$ cat config.mk
export PLATFORM = sky130hd
export DESIGN_NAME = trackball_counter
export DESIGN_NICKNAME = d
export VERILOG_FILES = /design/src/rtl/trackball_counter.sv
export SDC_FILE = /design/constraint.sdc
export NUM_CORES = 1
export LEC_CHECK = 0
export ABC_CLOCK_PERIOD_IN_PS = 2730
export BUFFER_PORTS_ARGS = -buffer_cell sky130_fd_sc_hd__buf_2
export CAP_MARGIN = 0
export CORE_MARGIN = 5
export CORE_UTILIZATION = 60
export CTS_BUF_LIST = sky130_fd_sc_hd__clkbuf_8
export DETAILED_ROUTE_END_ITERATION = 7
export PLACE_DENSITY = 0.91
export SETUP_SLACK_MARGIN = 0.4
export SLEW_MARGIN = 20
export SYNTH_ARGS = -nofsm -noshare
export SYNTH_HDL_FRONTEND = slang
export SYNTH_SLANG_ARGS = --single-unit
$ cat constraint.sdc
create_clock -name clk -period 2.73 [get_ports clk]
set_input_delay 0.546 -clock clk [delete_from_list [all_inputs] [get_ports clk]]
set_output_delay 0.546 -clock clk [all_outputs]
set_load 0.01 [all_outputs]
$ cat src/rtl/trackball_counter.sv
// Trackball motion accumulator: synchronises and glitch-filters the four raw
// dir/clk lines, counts filtered steps per axis and holds a latched snapshot for CPU reads.
module trackball_counter #(
  parameter int FILTER_LEN = 4,
  parameter int CNT_W      = 8
) (
  input  logic             clk,
  input  logic             reset_n,
  input  logic             flip,
  input  logic             h_dir_in,
  input  logic             h_clk_in,
  input  logic             v_dir_in,
  input  logic             v_clk_in,
  input  logic             latch,
  input  logic             sel,
  output logic [CNT_W-1:0] dout,
  output logic [CNT_W-1:0] h_count,
  output logic [CNT_W-1:0] v_count,
  output logic             step_h,
  output logic             step_v
);

  localparam logic [3:0]  ST_MAX = 4'(FILTER_LEN - 1);
  localparam int unsigned H_DIR  = 0;
  localparam int unsigned H_CLK  = 1;
  localparam int unsigned V_DIR  = 2;
  localparam int unsigned V_CLK  = 3;

  logic [3:0]       raw, s1, s2, filt, upd;
  logic [3:0]       st [4];
  logic             rise_h, rise_v, up_h, up_v;
  logic [CNT_W-1:0] h_next, v_next, h_snap, v_snap;

  assign raw = {v_clk_in, v_dir_in, h_clk_in, h_dir_in};

  // upd marks the edge on which a line's filtered value takes the synced value
  always_comb begin
    upd = '0;
    for (int unsigned i = 0; i < 4; i++)
      upd[i] = (s2[i] != filt[i]) && (st[i] == ST_MAX);
  end

  always_ff @(posedge clk or negedge reset_n) begin
    if (!reset_n) begin
      s1   <= '0;
      s2   <= '0;
      filt <= '0;
      for (int unsigned i = 0; i < 4; i++) st[i] <= '0;
    end else begin
      s1 <= raw;
      s2 <= s1;
      for (int unsigned i = 0; i < 4; i++) begin
        if (upd[i]) begin
          filt[i] <= s2[i];
          st[i]   <= '0;
        end else if (s2[i] != filt[i]) begin
          st[i] <= st[i] + 4'd1;
        end else begin
          st[i] <= '0;
        end
      end
    end
  end

  // Direction comes from the pre-edge filtered value, so a same-edge dir change loses
  assign rise_h = upd[H_CLK] & s2[H_CLK];
  assign rise_v = upd[V_CLK] & s2[V_CLK];
  assign up_h   = filt[H_DIR] ^ flip;
  assign up_v   = filt[V_DIR] ^ flip;

  always_comb begin
    h_next = h_count;
    v_next = v_count;
    if (rise_h) h_next = up_h ? h_count + CNT_W'(1) : h_count - CNT_W'(1);
    if (rise_v) v_next = up_v ? v_count + CNT_W'(1) : v_count - CNT_W'(1);
  end

  always_ff @(posedge clk or negedge reset_n) begin
    if (!reset_n) begin
      h_count <= '0;
      v_count <= '0;
      h_snap  <= '0;
      v_snap  <= '0;
      step_h  <= 1'b0;
      step_v  <= 1'b0;
    end else begin
      h_count <= h_next;
      v_count <= v_next;
      step_h  <= rise_h;
      step_v  <= rise_v;
      if (latch) begin
        h_snap <= h_next;
        v_snap <= v_next;
      end
    end
  end

  assign dout = sel ? v_snap : h_snap;

endmodule

==> impl_metrics.toml <==
[place]
dp.cells = 382
dpl-instance-area_sq_um = 3270
port_buffers = 34
place.gp.congestion = 0.868
hpwl_um = 4090

[timing]
slew_viol_final = 0
worstMarginPinSlew_ns = 0.754
final.setup.tns_ns = 0
period_share = 0.802
fin_crit_ns = 2.19
hold_viol_final = 0
maxSlewHeadroom = 0.498
rsz0062_at_grt = "no"
fin_skew_ns = 0.00913
fmax_mhz = 457
setup_viol = 0

[worst_setup_path]
crit_family = "simple AND/OR/NAND/NOR gates"
cp_cell_sequence = "ha_1 > or3b_4 > or3b_4 > inv_1 > mux2_2 > mux2_2"
critical_path_buf_inv_count = 1
reg2reg_depth = 6
cp_max_fo = 4
reg2reg_to = "h_snap[1]$_DFFE_PN0P_"
cp_slowest_stage_delay_ns = 0.42
endpoint_kind = "register"
crit-reg2reg-launch = "st[8]$_DFF_PN0_"
cp_slowest_cell = "or3b_4"
r2r_slack_ns = 0.54
worstSetupPathType = "reg -> reg"
startpoint_type = "register"
cp.required_ns = 2.96
critPathArrivalTime_ns = 2.41

[detailed_routing]
avgViaCountPerCell = 5.91
drt-total-wl_um = 6290
first_pass_iters = 5
wl_per_cell_um = 15.7
drcViolationCount = 0
num_vias = 2363
drtIter0Drc = 241
antenna_left = 0

[pwr]
p_leak_nw = 1.69
vdd_drop_max_mv = 0.600
power_density_nw_per_um2 = 1060
power_w = 0.00374

[floorplan]
core_area_sq_um = 5040
io-pin-count = 35
dieHeight_um = 81.5
num_rows = 26
start_util = 0.609
die_w_um = 81.5
dieArea_sq_um = 6650

[clock_tree]
cts_sinks = 62
cts_buffers = 9
cts_max_level = 3
cts_root_buf = "clkbuf_8"
clkTransAtPathRegs_ns = 0.07
clk_path_buf_depth = 2
clkLatencyLatePin_ns = 0.34
cts_tree = "yes"
cts_hold_buf = 0

[logic_synthesis]
synth_edf_count = 0
synth_top_area_cell = "dfrtp_1"
synthTopCellsByArea = "dfrtp_1, mux2_2, xor2_1"
synth_commonest_cells = "dfrtp_1, nor2_1, nand3_1"
yosysMostFrequentCell = "dfrtp_1"
ys.flop_type = "dfrtp_1"
seq_area_frac_synth = 0.506
ys_warn_count = 0
syn_nets = 303
netlist_instances = 288
async_flop_share = 1.00
ys_seq_elements = 62
synthDistinctLibCells = 43
syn_area_sq_um = 3070
synth_top_area_frac = 0.506
avgSynthCellArea_sq_um = 10.7

[worst_hold_path]
hp-class = "in -> reg"
min_from = "h_clk_in"
min_path_cells = 1
worstHoldEndpoint = "s1[1]$_DFF_PN0_"

[global_route]
antenna_found_initial = 0
grt_pass1_vias = 2206
grt_pass1_wl_um = 10600
grt_usage = 0.211
gr-total-overflow = 0
grt_start_max_net_pins = 63

[cells_and_area]
design_area_sq_um = 3520
num_antenna_cells = 0
multi_input_area_sq_um = 1390
seq_area_sq_um = 1550
drive_gt1_frac = 0.236
fin_nets = 340
syn_to_final_growth_pct = 14.8
layout.cells.non_filler = 400
fillers = 353

[status]
status = "complete, no violations"

[flow_run]
cap_viol_max_count = 0
==> cells in the final DEF, fill, tap and decap left out, types with 3 or more instances in the layout <==
cell | netlist | routed
a2111o_1 | 4 | 4
a21oi_1 | 6 | 6
a2bb2oi_1 | 9 | 9
and3_1 | 3 | 3
buf_2 | 1 | 34
buf_4 | 1 | 7
clkbuf_8 | 3 | 11
dfrtp_1 | 62 | 62
ha_1 | 6 | 6
inv_1 | 11 | 11
mux2_2 | 16 | 16
nand2_1 | 20 | 20
nand2b_1 | 4 | 4
nand3_1 | 22 | 22
nand4_1 | 8 | 8
nor2_1 | 23 | 23
nor3_1 | 3 | 3
nor4_1 | 5 | 5
o2111ai_1 | 5 | 5
o21ai_0 | 9 | 9
or3_1 | 7 | 7
xnor2_1 | 13 | 13
xor2_1 | 15 | 14
==> kinds of logic (layout without fill, tap and decap cells) <==
family,Yosys count,count (layout),share of synthesized area
compound gates,37,37,0.0885
xor+xnor,28,28,0.0799
fa+ha+maj,6,6,0.0245
buf+inv,26,68,0.0457
flops,62,62,0.506
mux,18,18,0.0652
simple gates,111,111,0.191
==> flip-flops by register name (all words and copies together), names as in the netlist <==
name	cells
h_count	8
filt	4
s2	4
st	16
step_h	1
s1	4
v_count	8
v_snap	8
step_v	1
h_snap	8
==> worst reg2reg max path, cell delays in order, from the launching register on <==
cell and delay [ns]:
dfrtp_1 0.37, ha_1 0.18, or3b_4 0.40, or3b_4 0.42
inv_1 0.09, mux2_2 0.34, mux2_2 0.26
==> worst max-delay path by stage <==
stage,startpoint,to,cells past startpoint
6_report,st[8]$_DFF_PN0_,h_snap[1]$_DFFE_PN0P_,6
5_1_grt,filt[2]$_DFFE_PN0P_,v_snap[6]$_DFFE_PN0P_,7
4_1_cts,filt[2]$_DFFE_PN0P_,v_snap[6]$_DFFE_PN0P_,7
3_5_place_dp,flip,v_snap[6]$_DFFE_PN0P_,8
3_3_place_gp,flip,v_snap[6]$_DFFE_PN0P_,8
2_1_floorplan,st[8]$_DFF_PN0_,h_snap[1]$_DFFE_PN0P_,7
==> report_power, final <==
part / total [W] / switching, W / internal [W]
logic: 0.00123 / 0.000657 / 0.000570
clock network: 0.000930 / 0.000366 / 0.000563
registers: 0.00159 / 0.000369 / 0.00122
total: 0.00374 / 0.00139 / 0.00235
==> repair_timing <==
action / CTS / global route
setup endpoints to repair: 1 / 2
resized for setup: 1 / 1
pin swaps: 0 / 1
setup buffers: 0 / 2
==> routing by layer <==
layer | vias up | global-route usage | share of wire
li1 | 1113 | - | -
met4 | 0 | 0.0963 | 0.020
met1 | 1126 | 0.278 | 0.43
met2 | 107 | 0.324 | 0.48
met5 | - | 0 | 0
met3 | 17 | 0.0570 | 0.066
==> metrics by stage <==
| step | util | hold WS (ns) | worst slack [ns] |
|---|---|---|---|
| 3_5_place_dp | 0.648 | 0.337 | 0.242 |
| 2_1_floorplan | - | 0.250 | 0.556 |
| 6_report | 0.699 | 0.303 | 0.542 |
| 3_3_place_gp | 0.648 | 0.333 | 0.424 |
| 4_1_cts | 0.694 | 0.295 | 0.487 |
| 5_1_grt | 0.699 | 0.286 | 0.431 |
==> area by class of cell <==
class / instances / area share
Sequential cell: 62 / 0.440
Multi-Input combinational cell: 200 / 0.394
Timing Repair Buffer: 41 / 0.0632
Clock buffer: 11 / 0.0430
Tap cell: 70 / 0.0249
Clock inverter: 5 / 0.0231
Inverter: 11 / 0.0117
(Power assumes the default switching activity.)
